[src/rtl/eth_dma_pkg.sv]
// -----------------------------------------------------------------------------
// eth_dma_pkg
// Shared types and constants for the Ethernet receive-to-memory writer.
//   rx_wr_state_t : writer FSM states
//   WSTRB_WORD    : full-word byte strobe
//   HDR_TRUNC_BIT : bit position of the truncated flag in the length header
//   HDR_OFFSET    : header word offset from the buffer base
//   DATA_OFFSET   : first payload word offset from the buffer base
// Helpers build the header word and single-lane strobe/mask values.
// -----------------------------------------------------------------------------
package eth_dma_pkg;

  typedef enum logic [2:0] {
    ST_IDLE    = 3'd0,
    ST_COLLECT = 3'd1,
    ST_WR_WORD = 3'd2,
    ST_WR_BYTE = 3'd3,
    ST_WR_HDR  = 3'd4,
    ST_GAP     = 3'd5,
    ST_DONE    = 3'd6
  } rx_wr_state_t;

  localparam logic [3:0]  WSTRB_WORD    = 4'hF;
  localparam int          HDR_TRUNC_BIT = 16;
  localparam logic [31:0] HDR_OFFSET    = 32'd0;
  localparam logic [31:0] DATA_OFFSET   = 32'd4;

  // Length header: {15'b0, truncated, count[15:0]}
  function automatic logic [31:0] hdr_word(input logic trunc, input logic [15:0] count);
    logic [31:0] w;
    w = {16'd0, count};
    w[HDR_TRUNC_BIT] = trunc;
    return w;
  endfunction

  // One-hot strobe for a single byte lane
  function automatic logic [3:0] lane_strobe(input logic [1:0] lane);
    return 4'b0001 << lane;
  endfunction

  // Data mask keeping only one byte lane
  function automatic logic [31:0] lane_mask(input logic [1:0] lane);
    return 32'h0000_00FF << {lane, 3'b000};
  endfunction

endpackage

[src/rtl/eth_rx_mem_writer_packer.sv]
// -----------------------------------------------------------------------------
// eth_byte_packer
// Little-endian byte-to-word assembly with a 2-bit lane counter.
//   clk, resetn    : clock, synchronous active-low reset
//   clr_i          : restart packing at lane 0 (new frame)
//   push_i         : store data_i into the current lane this cycle
//   data_i[7:0]    : byte to store
//   word_o[31:0]   : assembled word (registered)
//   word_next_o    : assembled word including this cycle's push
//   lane_count_o   : next lane to fill = number of bytes held in word_o
//   flush_o        : this push fills lane 3, completing a word
// -----------------------------------------------------------------------------
module eth_byte_packer
  import eth_dma_pkg::*;
(
  input  logic        clk,
  input  logic        resetn,
  input  logic        clr_i,
  input  logic        push_i,
  input  logic [7:0]  data_i,
  output logic [31:0] word_o,
  output logic [31:0] word_next_o,
  output logic [1:0]  lane_count_o,
  output logic        flush_o
);

  logic [31:0] word_q, word_d;
  logic [1:0]  lane_q, lane_d;

  always_comb begin
    word_d = word_q;
    lane_d = lane_q;
    if (clr_i) begin
      word_d = 32'd0;
      lane_d = 2'd0;
    end else if (push_i) begin
      word_d[{lane_q, 3'b000} +: 8] = data_i;
      lane_d = lane_q + 2'd1;
    end else begin
      word_d = word_q;
    end
  end

  always_ff @(posedge clk) begin
    if (!resetn) begin
      word_q <= 32'd0;
      lane_q <= 2'd0;
    end else begin
      word_q <= word_d;
      lane_q <= lane_d;
    end
  end

  assign word_o       = word_q;
  assign word_next_o  = word_d;
  assign lane_count_o = lane_q;
  assign flush_o      = push_i & ~clr_i & (lane_q == 2'd3);

endmodule

[src/rtl/eth_rx_mem_writer.sv]
// -----------------------------------------------------------------------------
// eth_rx_mem_writer
// Moves one received Ethernet frame from the MAC byte stream into a memory
// buffer over the native valid/ready memory port, then writes a length header
// at the buffer base and pulses done.
//   clk, resetn            : clock, synchronous active-low reset
//   s_data/s_valid/s_last  : receive byte stream; s_ready accepts a byte
//   start, buf_addr        : arm for one frame at buf_addr (word aligned)
//   busy, done             : frame in progress / one-cycle completion pulse
//   length, truncated      : stored byte count and overflow flag
//   mem_*                  : write-only memory initiator (mem_rdata unused)
// -----------------------------------------------------------------------------
module eth_rx_mem_writer
  import eth_dma_pkg::*;
#(
  parameter int MAX_LEN = 1536
) (
  input  logic        clk,
  input  logic        resetn,
  input  logic [7:0]  s_data,
  input  logic        s_valid,
  input  logic        s_last,
  output logic        s_ready,
  input  logic        start,
  input  logic [31:0] buf_addr,
  output logic        busy,
  output logic        done,
  output logic [15:0] length,
  output logic        truncated,
  output logic        mem_valid,
  output logic        mem_instr,
  input  logic        mem_ready,
  output logic [31:0] mem_addr,
  output logic [31:0] mem_wdata,
  output logic [3:0]  mem_wstrb,
  input  logic [31:0] mem_rdata
);

  localparam logic [15:0] MAX_LEN_C = 16'(MAX_LEN);

  rx_wr_state_t state_q, after_gap_q;
  logic [31:0]  base_q, ptr_q;
  logic [15:0]  count_q, length_q;
  logic [1:0]   byte_idx_q;
  logic         last_q;
  logic         s_ready_q, busy_q, done_q, truncated_q;
  logic         mem_valid_q;
  logic [31:0]  mem_addr_q, mem_wdata_q;
  logic [3:0]   mem_wstrb_q;

  logic         full_s, push_s, clr_s, flush_s;
  logic [31:0]  word_s, word_next_s;
  logic [1:0]   lane_count_s;
  logic         unused_s;

  // Once MAX_LEN bytes are stored, further bytes are accepted but dropped
  assign full_s = (count_q == MAX_LEN_C);
  assign push_s = (state_q == ST_COLLECT) & s_valid & ~full_s;
  assign clr_s  = (state_q == ST_IDLE) & start;

  eth_byte_packer u_packer (
    .clk          (clk),
    .resetn       (resetn),
    .clr_i        (clr_s),
    .push_i       (push_s),
    .data_i       (s_data),
    .word_o       (word_s),
    .word_next_o  (word_next_s),
    .lane_count_o (lane_count_s),
    .flush_o      (flush_s)
  );

  always_ff @(posedge clk) begin
    if (!resetn) begin
      state_q     <= ST_IDLE;
      after_gap_q <= ST_IDLE;
      base_q      <= 32'd0;
      ptr_q       <= 32'd0;
      count_q     <= 16'd0;
      length_q    <= 16'd0;
      byte_idx_q  <= 2'd0;
      last_q      <= 1'b0;
      s_ready_q   <= 1'b0;
      busy_q      <= 1'b0;
      done_q      <= 1'b0;
      truncated_q <= 1'b0;
      mem_valid_q <= 1'b0;
      mem_addr_q  <= 32'd0;
      mem_wdata_q <= 32'd0;
      mem_wstrb_q <= 4'd0;
    end else begin
      done_q <= 1'b0;
      case (state_q)
        ST_IDLE: begin
          if (start) begin
            base_q      <= {buf_addr[31:2], 2'b00};
            ptr_q       <= {buf_addr[31:2], 2'b00} + DATA_OFFSET;
            count_q     <= 16'd0;
            truncated_q <= 1'b0;
            busy_q      <= 1'b1;
            s_ready_q   <= 1'b1;
            state_q     <= ST_COLLECT;
          end
        end
        ST_COLLECT: begin
          if (s_valid) begin
            if (full_s) begin
              truncated_q <= 1'b1;
              if (s_last) begin
                s_ready_q   <= 1'b0;
                mem_valid_q <= 1'b1;
                mem_addr_q  <= base_q + HDR_OFFSET;
                mem_wdata_q <= hdr_word(1'b1, count_q);
                mem_wstrb_q <= WSTRB_WORD;
                state_q     <= ST_WR_HDR;
              end
            end else begin
              count_q <= count_q + 16'd1;
              if (flush_s) begin
                s_ready_q   <= 1'b0;
                mem_valid_q <= 1'b1;
                mem_addr_q  <= ptr_q;
                mem_wdata_q <= word_next_s;
                mem_wstrb_q <= WSTRB_WORD;
                last_q      <= s_last;
                state_q     <= ST_WR_WORD;
              end else if (s_last) begin
                // Residual 1-3 bytes go out one lane at a time
                s_ready_q   <= 1'b0;
                byte_idx_q  <= 2'd0;
                mem_valid_q <= 1'b1;
                mem_addr_q  <= ptr_q;
                mem_wdata_q <= word_next_s & lane_mask(2'd0);
                mem_wstrb_q <= lane_strobe(2'd0);
                state_q     <= ST_WR_BYTE;
              end
            end
          end
        end
        ST_WR_WORD: begin
          if (mem_ready) begin
            mem_valid_q <= 1'b0;
            ptr_q       <= ptr_q + 32'd4;
            after_gap_q <= last_q ? ST_WR_HDR : ST_COLLECT;
            state_q     <= ST_GAP;
          end
        end
        ST_WR_BYTE: begin
          if (mem_ready) begin
            mem_valid_q <= 1'b0;
            byte_idx_q  <= byte_idx_q + 2'd1;
            after_gap_q <= ((byte_idx_q + 2'd1) == lane_count_s) ? ST_WR_HDR : ST_WR_BYTE;
            state_q     <= ST_GAP;
          end
        end
        ST_WR_HDR: begin
          if (mem_ready) begin
            mem_valid_q <= 1'b0;
            after_gap_q <= ST_DONE;
            state_q     <= ST_GAP;
          end
        end
        // One dead cycle swallows the responder's trailing ready
        ST_GAP: begin
          state_q <= after_gap_q;
          case (after_gap_q)
            ST_COLLECT: s_ready_q <= 1'b1;
            ST_WR_BYTE: begin
              mem_valid_q <= 1'b1;
              mem_addr_q  <= ptr_q;
              mem_wdata_q <= word_s & lane_mask(byte_idx_q);
              mem_wstrb_q <= lane_strobe(byte_idx_q);
            end
            ST_WR_HDR: begin
              mem_valid_q <= 1'b1;
              mem_addr_q  <= base_q + HDR_OFFSET;
              mem_wdata_q <= hdr_word(truncated_q, count_q);
              mem_wstrb_q <= WSTRB_WORD;
            end
            ST_DONE: begin
              done_q   <= 1'b1;
              length_q <= count_q;
            end
            default: state_q <= ST_IDLE;
          endcase
        end
        ST_DONE: begin
          busy_q  <= 1'b0;
          state_q <= ST_IDLE;
        end
        default: begin
          mem_valid_q <= 1'b0;
          s_ready_q   <= 1'b0;
          busy_q      <= 1'b0;
          state_q     <= ST_IDLE;
        end
      endcase
    end
  end

  assign s_ready   = s_ready_q;
  assign busy      = busy_q;
  assign done      = done_q;
  assign length    = length_q;
  assign truncated = truncated_q;
  assign mem_valid = mem_valid_q;
  assign mem_instr = 1'b0;
  assign mem_addr  = mem_addr_q;
  assign mem_wdata = mem_wdata_q;
  assign mem_wstrb = mem_wstrb_q;

  // Read data and buffer address low bits have no function in a write-only initiator
  assign unused_s = ^{mem_rdata, buf_addr[1:0]};

endmodule

[config.mk]
export PLATFORM = sky130hd
export DESIGN_NAME = eth_rx_mem_writer
export DESIGN_NICKNAME = d
export VERILOG_FILES = /design/src/rtl/eth_dma_pkg.sv /design/src/rtl/eth_rx_mem_writer_packer.sv /design/src/rtl/eth_rx_mem_writer.sv
export SDC_FILE = /design/constraint.sdc
export NUM_CORES = 1
export LEC_CHECK = 0
export ABC_AREA = 1
export CAP_MARGIN = 0
export CORE_UTILIZATION = 55
export DETAILED_ROUTE_END_ITERATION = 6
export PLACE_DENSITY_LB_ADDON = 0.05
export SLEW_MARGIN = 25
export SYNTH_ARGS = -nofsm -noshare
export SYNTH_HDL_FRONTEND = slang
export SYNTH_SLANG_ARGS = --single-unit
[constraint.sdc]
create_clock -name clk -period 2.4 [get_ports clk]
set_input_delay 0.48 -clock clk [delete_from_list [all_inputs] [get_ports clk]]
set_output_delay 0.48 -clock clk [all_outputs]
set_load 0.005 [all_outputs]
======== Word level (Yosys, flattened, before mapping) ========
Cells that the tools add are included.
word-level totals
  bits in registers ....................... 210
  bits of input ports ..................... 78
  word-level logic and storage cells ...... 167
  output and inout port bits .............. 90
cells by class
  equality and inequality tests ........... 28
  $add $sub $neg .......................... 6
  multiplexer cells ....................... 72
  bitwise operators ....................... 12
  reduce and logical (&&, ||, !) cells .... 27
  shift operators ......................... 4
operator list
  operator                  number
  $mux W32                  14
  $pmux W32 S2              5
  $add A32 B3 Y32 const B   2
  $mux W16                  3
  $mux W3                   13
  $and A32 B32 Y32          1
  $bwmux W32                1
  $pmux W16 S2              1
  $shift A8 B7 Y32 const A  1
  $shiftx A8 B7 Y32         1
  $shl A8 B5 Y32 const A    1
  $reduce_and A4 Y1         6
  $mux W4                   5
  $ne A2 B2 Y1 const B      10
  $add A16 B1 Y16 const B   1
  $eq A16 B11 Y1 const B    1
  $mux W1                   16
  $pmux W4 S2               2
  $eq A3 B3 Y1 const B      5
  $pmux W3 S4               1
  $mux W2                   5
  $reduce_and A5 Y1         2
  $eq A3 B2 Y1 const B      3
  $ne A3 B3 Y1 const B      3
  23 further kinds          46

======== Logic depth before layout (Yosys ltp) ========
Gate-level depths: netlist of run 1.
  depth after elaboration ................. 10
  mapped depth ............................ 16
  depth with buffers taken out ............ 14

======== By module ========
A second synthesis of run 1 with hierarchy kept.
unflattened totals
  cells, all modules ...................... 1791
  area, all modules ....................... 11392.2 sq um
modules (own cells, without submodules)
  module             instances  cells an instance  seq. area each (sq um)  area each (sq um)
  eth_rx_mem_writer  1          1546               3443.3                  9706.8
  eth_byte_packer    1          245                680.7                   1685.4

======== Least setup slack after synthesis of run 1 ========
No wires, ideal clock.
  path type ............................... register to register
  start point ............................. reg u_packer.lane_q[0] (netlist: u_packer.lane_count_o[0])
  end point ............................... reg mem_wdata_q[3] (netlist: mem_wdata[3])
  stages on the path, launching flop included .. 11
  path slack .............................. 0.250 ns
  library setup time ...................... 0.070 ns
  required time ........................... 2.330 ns
  arrival ................................. 2.080 ns
  clock period less this slack ............ 2.150 ns
  buffers on the path ..................... 1
  path through ............................ dfxtp_1 > clkbuf_1 > inv_1 > ha_1 > nor3_1 > nand3_1 > o21ai_0 > nand2_1 > nand2_1 > a21oi_1 > a21oi_1
on the way
  word-level cells in the longest chain between the ends .. 10
  elaborated cells on any way between the ends .. 15
  classes of those cells .................. add/sub: 1; eq/ne: 2; shift: 2; mux: 8; bitwise: 1; reduce/logical: 1
ends and longest elaborated chain
  element                                                RTL line                        text
  start, declared                                        eth_rx_mem_writer_packer.sv:28  logic [1:0] lane_q, lane_d;
  start signal, assigned                                 eth_rx_mem_writer_packer.sv:50  lane_q <= lane_d;
  $neg A5 Y7                                             eth_rx_mem_writer_packer.sv:37  word_d[{lane_q, 3'b000} +: 8] = data_i;
  $shiftx A8 B7 Y32 or $shift A8 B7 Y32 (tied branches)  eth_rx_mem_writer_packer.sv:37
  $bwmux W32                                             eth_rx_mem_writer_packer.sv:37
  $mux W32                                               eth_rx_mem_writer_packer.sv:36  end else if (push_i) begin
  $mux W32                                               eth_rx_mem_writer_packer.sv:33  if (clr_i) begin
  $mux W32                                               eth_rx_mem_writer.sv:127        end else if (s_last) begin
  $mux W32                                               eth_rx_mem_writer.sv:119        if (flush_s) begin
  $mux W32                                               eth_rx_mem_writer.sv:107        if (full_s) begin
  $mux W32                                               eth_rx_mem_writer.sv:106        if (s_valid) begin
  $pmux W32 S2                                           eth_rx_mem_writer.sv:93         case (state_q)
  end signal, assigned                                   eth_rx_mem_writer.sv:113        mem_wdata_q <= hdr_word(1'b1, count_q);
  end signal, assigned                                   eth_rx_mem_writer.sv:123        mem_wdata_q <= word_next_s;
  end signal, assigned                                   eth_rx_mem_writer.sv:133        mem_wdata_q <= word_next_s & lane_mask(2'd0);
  end, declared                                          eth_rx_mem_writer.sv:48         logic [31:0] mem_addr_q, mem_wdata_q;
Parallel ways exist; a longest one is shown, timed or not. The select of a mux whose other input is x is not followed.
A chain may end at the register's enable or synchronous reset.

======== Worst setup path in the final report of run 1 ========
  start point ............................. reg count_q[4]
  end point ............................... reg mem_addr_q[11] (netlist: mem_addr[11])
on the way
  word-level cells in the longest chain between the ends .. 9
  elaborated cells on any way between the ends .. 12
  classes of those cells .................. eq/ne: 3; mux: 4; bitwise: 4; reduce/logical: 1
ends and longest elaborated chain
  element                      RTL line                        text
  start, declared              eth_rx_mem_writer.sv:43         logic [15:0] count_q, length_q;
  start signal, assigned       eth_rx_mem_writer.sv:118        count_q <= count_q + 16'd1;
  $eq A16 B11 Y1 *             eth_rx_mem_writer.sv:57         assign full_s = (count_q == MAX_LEN_C);
  $not A1 Y1 (no source line)  --
  $and A1 B1 Y1                eth_rx_mem_writer.sv:58         assign push_s = (state_q == ST_COLLECT) & s_valid & ~full_s;
  $and A1 B1 Y1 (2 in series)  eth_rx_mem_writer_packer.sv:57  assign flush_o = push_i & ~clr_i & (lane_q == 2'd3);
  $mux W32                     eth_rx_mem_writer.sv:119
  $mux W32                     eth_rx_mem_writer.sv:107
  $mux W32                     eth_rx_mem_writer.sv:106
  $pmux W32 S2                 eth_rx_mem_writer.sv:93
  end signal, assigned         eth_rx_mem_writer.sv:112        mem_addr_q <= base_q + HDR_OFFSET;
  end signal, assigned         eth_rx_mem_writer.sv:122        mem_addr_q <= ptr_q;
  end signal, assigned         eth_rx_mem_writer.sv:132        mem_addr_q <= ptr_q;
  end, declared                eth_rx_mem_writer.sv:48
Every way passes the cells marked *; elsewhere a longest branch is shown, timed or not. The select of a mux whose other input is x is not followed.

==> impl_metrics.ini, run 1 <==
[outcome]
outcome = finished, final reports clean

[logic_synthesis]
synth.yosys.seq_area_share_pct = 37.5
netlist-cell-type-count = 43
mux_cell_area_share_after_synthesis_pct = 0
synth_simple_gate_area_share_pct = 29.2
synth-adder-area-share_pct = 1.36
postSynth.topFlopCell = sky130_fd_sc_hd__dfxtp_1
count_of_flip_flops_with_a_built_in_enable_after_synthesis = 0
avgSynthCellArea_um2 = 6.58
syn-cell-area_um2 = 11000
synthArstFlopShare_pct = 0
synth_top_family_by_area = simple AND/OR/NAND/NOR gates
synth_compound_area_share_pct = 19.7
synth_seq_cells = 206
synthesis.instances = 1674
yosysWarnings = 0
post_synth_xor_area_fraction_pct = 0.955

[sta]
report.final.hold_viol_count = 0
fin_crit_sh_pct = 91.1
totalNegativeSetupSlack_ns = 0
finalMaxSlewViolations = 0
setup-violations-final = 0
worst-slew-pin-transition_ns = 0.542
fmax_ghz = 0.457
fin_worst_hold_slack_ns = 0.407
rsz_0062_raised_after_global_routing = false
period_needed_ns = 2.19
clock_skew_ns = 0.0122
max-slew-margin-rel_pct = 63.9

[place]
detailed_place_hpwl_mm = 24.0
final_gp_congestion = 0.960
port_buffers = 130
placed_area_um2 = 12900

[drt]
top_signal_layer_used = met4
final_antenna_net_count = 0
num_vias = 11442
post_drt_wl_per_cell_um = 15.7
drc = 0
route.met2.wl_mm = 16.2
wl_met3_mm = 1.79
initial_detailed_routing_violation_count = 721
dr.pass1.iters = 6
finalWirelength_mm = 33.1
route.layer.met1.wl_mm = 13.9
viasPerCell = 5.44

[setup_path]
critical_path.max_stage_delay_ns = 0.37
sort_of_element_at_the_end_of_the_critical_path = register
critical_path_arrival_ns = 2.58
critPathRequiredTime_ns = 2.80
critical_path.cell_chain = inv_1, nand4_1, nor3_1, nand2_1, nand2_1, nand2_2, buf_12, a211oi_1, nor2_1
timing.critical_path.mode_cell = sky130_fd_sc_hd__nand2_1
timing.setup.critical_path_class = reg2reg
slowest_cp_cell = sky130_fd_sc_hd__a211oi_1
crit_path_start_kind = register
critPathMaxFanout = 41

[global_routing]
first_pass_grt_wire_length_mm = 52.6
grt_antenna_before_repair = 0
groute.usage.overall_pct = 32.3
maximum_number_of_pins_on_one_net_before_global_route_repair = 52
globalRoute.totalOverflow = 0
grt_pass1_vias = 10453

[power_and_ir_drop]
p_leak_uw = 0.00572
ir_worst_vdd_mv = 0.704
power.density_nw_per_um2 = 1100

[flow_run]
max-cap-violations = 0

[clocking]
cts.htree.levels = 1
cts-resized-gates = 0
clkTransAtPathRegs_ns = 0.06
tritoncts_num_sinks = 206
cts.hold.buffers_added = 0
cts_tree = built
postCtsSetupBuffers = 0
source_to_sink_clock_delay_at_the_later_pin_of_the_worst_skew_pair_ns = 0.52
cts_max_path_buffers = 3
cts_inserted_buffers = 23
clock_tree.root_cell = sky130_fd_sc_hd__clkbuf_16

[cells_and_area]
layout.cell_area.non_filler_um2 = 13700
finish.net_count = 1911
diodes = 0
area_growth_pct = 24.3
most_common_cell_after_layout_fill_and_taps_aside = sky130_fd_sc_hd__nand2_1
mostFrequentLayoutCells = sky130_fd_sc_hd__nand2_1 (349), sky130_fd_sc_hd__nor2_1 (208), sky130_fd_sc_hd__dfxtp_1 (203)
layout-drive-gt1-share_pct = 8.92

[floorplan]
io-pin-count = 168
start_util_pct = 56.4
chip_width_um = 143
vert_die_dim_um = 143
fp-row-count = 51
floorplan.die_area_um2 = 20600
core_area_um2 = 19500

[worst_hold_path]
hp-class = in2reg
-- cells by family after synthesis --
logic type,Yosys count
simple gates,751
buf+inv,296
other cells,1
fa+ha+maj,12
xor+xnor,12
flops,206
compound gates,396
-- routing by layer --
metal | track usage [%] | vias up
met1 | 40.0 | 5226
met4 | 13.1 | 0
li1 | - | 5756
met3 | 3.60 | 74
met2 | 56.9 | 386
met5 | 0 | -
-- worst max-delay path, delay by kind of cell (launching register included) --
kind                   cells  cell delay, ns
DFF                        1            0.32
AOI/OAI and AO/OA          1            0.37
buffers and inverters      2            0.37
and+or+nand+nor            6            1.01
-- state kept, by name, indices dropped and copies added (netlist names), 3 cells and up --
name / cells
state_q: 3
u_packer.word_o: 32
ptr_q: 30
mem_wstrb: 4
after_gap_q: 3
count_q: 16
mem_wdata: 32
length: 16
base_q: 30
mem_addr: 30
-- stage by stage --
step | setup slack (ns) | std cells | power (uW) | util (%)
after floorplan | 0.250 | 1676 | 8870 | -
after global placement | 0.0149 | 2061 | 11300 | 66.1
after detailed placement | 0.00508 | 2061 | 11400 | 66.1
after CTS | 0.0833 | 2103 | 15100 | 70.1
after global routing | 0.00732 | 2103 | 16100 | 70.1
final | 0.214 | 2103 | 15100 | 70.1
-- path summary, 6_finish.rpt --
path                                         startpoint                   endpoint  slack, ns  depth (start not counted)
worst max-delay path            count_q[4]$_SDFFE_PN0P_  mem_addr[11]$_SDFFE_PN0P_       0.21                          9
worst min-delay path                             resetn       s_ready$_SDFFE_PN0P_       0.41                          3
worst max register to register  count_q[4]$_SDFFE_PN0P_  mem_addr[11]$_SDFFE_PN0P_       0.21                          9
worst min register to register  base_q[25]$_SDFFE_PN0P_    base_q[25]$_SDFFE_PN0P_       0.45                          2
-- cell usage after synthesis (6+ instances only) --
| master | instances | area (um2) |
|---|---|---|
| sky130_fd_sc_hd__a31oi_1 | 11 | 68.8 |
| sky130_fd_sc_hd__xor2_1 | 11 | 96.3 |
| sky130_fd_sc_hd__buf_4 | 9 | 67.6 |
| sky130_fd_sc_hd__nor2_2 | 9 | 56.3 |
| sky130_fd_sc_hd__o21ai_0 | 174 | 871 |
| sky130_fd_sc_hd__o21ai_1 | 18 | 90.1 |
| sky130_fd_sc_hd__a21oi_1 | 125 | 626 |
| sky130_fd_sc_hd__ha_1 | 12 | 150 |
| sky130_fd_sc_hd__inv_1 | 196 | 736 |
| sky130_fd_sc_hd__o211ai_1 | 14 | 105 |
| sky130_fd_sc_hd__a211oi_1 | 34 | 255 |
| sky130_fd_sc_hd__buf_2 | 19 | 95.1 |
| sky130_fd_sc_hd__nand2_2 | 7 | 43.8 |
| sky130_fd_sc_hd__nand2_1 | 350 | 1310 |
| sky130_fd_sc_hd__clkbuf_1 | 47 | 176 |
| sky130_fd_sc_hd__nor2_1 | 208 | 781 |
| sky130_fd_sc_hd__nor3_1 | 27 | 135 |
| sky130_fd_sc_hd__buf_6 | 8 | 90.1 |
| sky130_fd_sc_hd__o21a_1 | 6 | 45.0 |
| sky130_fd_sc_hd__inv_2 | 8 | 30.0 |
| sky130_fd_sc_hd__nand3_1 | 103 | 515 |
| sky130_fd_sc_hd__dfxtp_1 | 206 | 4120 |
| sky130_fd_sc_hd__nand4_1 | 25 | 156 |
-- power breakdown --
part | internal [uW] | switching [uW]
clock | 2210 | 1450
combinational | 2700 | 3890
sequential | 4310 | 561
-- area by class of cell --
cell class / instances / area, um2
Multi-Input combinational cell: 1174 / 5660
Fill cell: 1730 / 5840
Sequential cell: 206 / 4130
Timing Repair Buffer: 206 / 1990
Tap cell: 265 / 332
Clock inverter: 10 / 131
Clock buffer: 32 / 649
Inverter: 210 / 798
No activity file was read; power rests on OpenSTA's default activity.
==> inputs of run 2 (changes only) <==
--- a/config.mk
+++ b/config.mk
@@ -13,4 +13,5 @@
 export SLEW_MARGIN = 25
 export SYNTH_ARGS = -nofsm -noshare
 export SYNTH_HDL_FRONTEND = slang
+export SYNTH_HIERARCHICAL = 1
 export SYNTH_SLANG_ARGS = --single-unit
==> impl_metrics.ini, run 2 <==
[floorplan]
fp-row-count = 52
core_area_um2 = 20300
vert_die_dim_um = 146
io-pin-count = 168
floorplan.die_area_um2 = 21300
chip_width_um = 146
start_util_pct = 56.1

[power_and_ir_drop]
seq_power_share_pct = 34.6
p_sw_uw = 5040
design_power_total_uw = 13400
p_leak_uw = 0.00624
power.share.clock_pct = 26.9
ir_worst_vdd_mv = 0.609
netSwitchingFraction_pct = 37.5
comb_power_share_pct = 38.5
power.density_nw_per_um2 = 924
power_report.internal_total_uw = 8400

[sta]
finalMaxSlewViolations = 0
fin_worst_hold_slack_ns = 0.317
totalNegativeSetupSlack_ns = 0
fmax_ghz = 0.425
fin_crit_sh_pct = 98.0
max-slew-margin-rel_pct = 55.6
worst-slew-pin-transition_ns = 0.665
setup-violations-final = 0
clock_skew_ns = 0.0206
rsz_0062_raised_after_global_routing = true
report.final.hold_viol_count = 0
period_needed_ns = 2.35

[drt]
dr.pass1.iters = 6
route.met2.wl_mm = 16.4
num_vias = 12526
wl_met3_mm = 3.25
route.layer.met1.wl_mm = 16.2
drc = 0
finalWirelength_mm = 36.5
final_antenna_net_count = 0
top_signal_layer_used = met4
post_drt_wl_per_cell_um = 16.2
initial_detailed_routing_violation_count = 1080
viasPerCell = 5.57

[worst_hold_path]
hp-class = in2reg
hold_depth = 3
hold_path.startpoint = resetn
min_to = mem_wstrb[1]$_SDFFE_PN0P_

[cells_and_area]
mostFrequentLayoutCells = sky130_fd_sc_hd__nand2_1 (444), sky130_fd_sc_hd__dfxtp_1 (203), sky130_fd_sc_hd__nor2_1 (198)
diodes = 0
layout.cell_area.non_filler_um2 = 14500
finish.net_count = 2053
fill_cells = 1745
area_growth_pct = 27.7
layout-drive-gt1-share_pct = 11.4
most_common_cell_after_layout_fill_and_taps_aside = sky130_fd_sc_hd__nand2_1

[logic_synthesis]
synth_seq_cells = 206
synthArstFlopShare_pct = 0
count_of_flip_flops_with_a_built_in_enable_after_synthesis = 0
syn-cell-area_um2 = 11400
post_synth_main_area_contributors = sky130_fd_sc_hd__dfxtp_1 (36%), sky130_fd_sc_hd__nand2_1 (15%), sky130_fd_sc_hd__a21oi_1 (8.7%)
synth.yosys.seq_area_share_pct = 36.2
synth_commonest_cells = sky130_fd_sc_hd__nand2_1 (449), sky130_fd_sc_hd__dfxtp_1 (206), sky130_fd_sc_hd__nor2_1 (204)
postSynth.topFlopCell = sky130_fd_sc_hd__dfxtp_1
netlist-cell-type-count = 41
yosysWarnings = 6
post-synth-top-count-cell = sky130_fd_sc_hd__nand2_1
synthesis.instances = 1791
avgSynthCellArea_um2 = 6.36
synth_top_area_share_pct = 36.2
post_synth_top_area_cell = sky130_fd_sc_hd__dfxtp_1

[global_routing]
grt_antenna_before_repair = 0
groute.usage.overall_pct = 33.3
first_pass_grt_wire_length_mm = 57.6
maximum_number_of_pins_on_one_net_before_global_route_repair = 112
grt_pass1_vias = 11259
globalRoute.totalOverflow = 0

[setup_path]
critPathRequiredTime_ns = 2.86
critical_path_arrival_ns = 2.81
worst-r2r-setup-slack_ns = 0.05
critical_path.max_stage_delay_ns = 0.36
critical-path-top-delay-family = simple AND/OR/NAND/NOR gates
slowest_cp_cell = sky130_fd_sc_hd__dfxtp_4
sort_of_element_at_the_end_of_the_critical_path = register
worst-r2r-cell-count = 17
timing.setup.critical_path_class = reg2reg
critical_path.n_buffers_inverters = 4
cp.depth = 17
rr_endpoint = mem_wdata[4]$_SDFFE_PN0P_
critPathMaxFanout = 5
crit_path_start_kind = register
critical_path.cell_chain = inv_4, ha_4, nand3_2, nor2_1, nand2_2, nand2_2, nor2_4, buf_12, inv_4, nor2_4, buf_12, nand3_1, a21oi_1, nand3_1, nand2_1, nand2_1, a21oi_1
r2r-start = count_q[0]$_SDFFE_PN0P_

[place]
detailed_place_hpwl_mm = 25.1
placed_area_um2 = 13600
port_buffers = 130
final_gp_congestion = 0.923

[clocking]
tritoncts_num_sinks = 206
cts_max_path_buffers = 3
clkTransAtPathRegs_ns = 0.06
cts.htree.levels = 1
clock_tree.root_cell = sky130_fd_sc_hd__clkbuf_16
source_to_sink_clock_delay_at_the_later_pin_of_the_worst_skew_pair_ns = 0.53
cts_inserted_buffers = 23
cts_tree = built
cts.hold.buffers_added = 0

[outcome]
outcome = finished, final reports clean

[flow_run]
max-cap-violations = 0
## run 2: power groups by stage
stage	sequential, uW	combinational, uW	clock (uW)
floorplan	4600	2970	0
global placement	4670	4750	0
detailed placement	4690	4820	0
CTS	4630	4870	3640
global route	4740	5720	3800
finish	4650	5170	3620
## run 2: logic make-up after synthesis
family	after synthesis	synth area share [%]
buffers and inverters	284	10.4
other	1	0.0329
DFF	206	36.2
AOI/OAI and AO/OA	435	20.4
adders and majority gates	12	1.32
xor gates and xnor gates	11	0.846
and+or+nand+nor	842	30.8
## run 2: what timing repair did
| action | in CTS | in global routing |
|---|---|---|
| gates cloned | 0 | 2 |
| gates resized for setup | 2 | 34 |
| pin swaps | 1 | 13 |
| endpoints found under the setup margin | 5 | 84 |
| buffers inserted | 0 | 6 |
## run 2: worst register-to-register path, stage by stage (launching register included)
cell and delay [ns]:
sky130_fd_sc_hd__dfxtp_4 0.36, sky130_fd_sc_hd__inv_4 0.04, sky130_fd_sc_hd__ha_4 0.16, sky130_fd_sc_hd__nand3_2 0.06
sky130_fd_sc_hd__nor2_1 0.05, sky130_fd_sc_hd__nand2_2 0.10, sky130_fd_sc_hd__nand2_2 0.09, sky130_fd_sc_hd__nor2_4 0.25
sky130_fd_sc_hd__buf_12 0.17, sky130_fd_sc_hd__inv_4 0.04, sky130_fd_sc_hd__nor2_4 0.21, sky130_fd_sc_hd__buf_12 0.15
sky130_fd_sc_hd__nand3_1 0.12, sky130_fd_sc_hd__a21oi_1 0.17, sky130_fd_sc_hd__nand3_1 0.09, sky130_fd_sc_hd__nand2_1 0.09
sky130_fd_sc_hd__nand2_1 0.05, sky130_fd_sc_hd__a21oi_1 0.11
## run 2: cell type report
type / count / area [um2] / area share, %
Clock buffer: 30 / 622 / 4.28
Clock inverter: 11 / 138 / 0.946
Inverter: 182 / 693 / 4.77
Multi-Input combinational cell: 1303 / 6260 / 43.1
Sequential cell: 206 / 4130 / 28.4
Tap cell: 270 / 338 / 2.32
Timing Repair Buffer: 247 / 2360 / 16.2
## run 2: worst max path at each step
stage	startpoint	end	slack [ns]
global placement	s_valid	mem_wdata[10]$_SDFFE_PN0P_	-0.15
finish	count_q[0]$_SDFFE_PN0P_	mem_wdata[4]$_SDFFE_PN0P_	0.05
detailed placement	s_valid	mem_wdata[10]$_SDFFE_PN0P_	-0.17
global route	count_q[0]$_SDFFE_PN0P_	mem_wdata[0]$_SDFFE_PN0P_	-0.10
floorplan	count_q[0]$_SDFFE_PN0P_	mem_wstrb[0]$_SDFFE_PN0P_	-0.003
CTS	count_q[0]$_SDFFE_PN0P_	mem_addr[5]$_SDFFE_PN0P_	0.01
## run 2: through the flow
| stage | setup WS [ns] | utilization (%) | std cells |
|---|---|---|---|
| global route | -0.105 | 71.6 | 2249 |
| global placement | -0.145 | 66.8 | 2200 |
| floorplan | -0.00318 | - | 1793 |
| detailed placement | -0.175 | 66.8 | 2200 |
| CTS | 0.0114 | 70.5 | 2241 |
| finish | 0.0490 | 71.6 | 2249 |
## run 2: metal layers
| layer | vias to the layer above | GRT usage (%) |
|---|---|---|
| li1 | 6183 | - |
| met1 | 5748 | 46.7 |
| met2 | 543 | 53.8 |
| met3 | 52 | 5.27 |
| met4 | 0 | 6.79 |
| met5 | - | 0 |
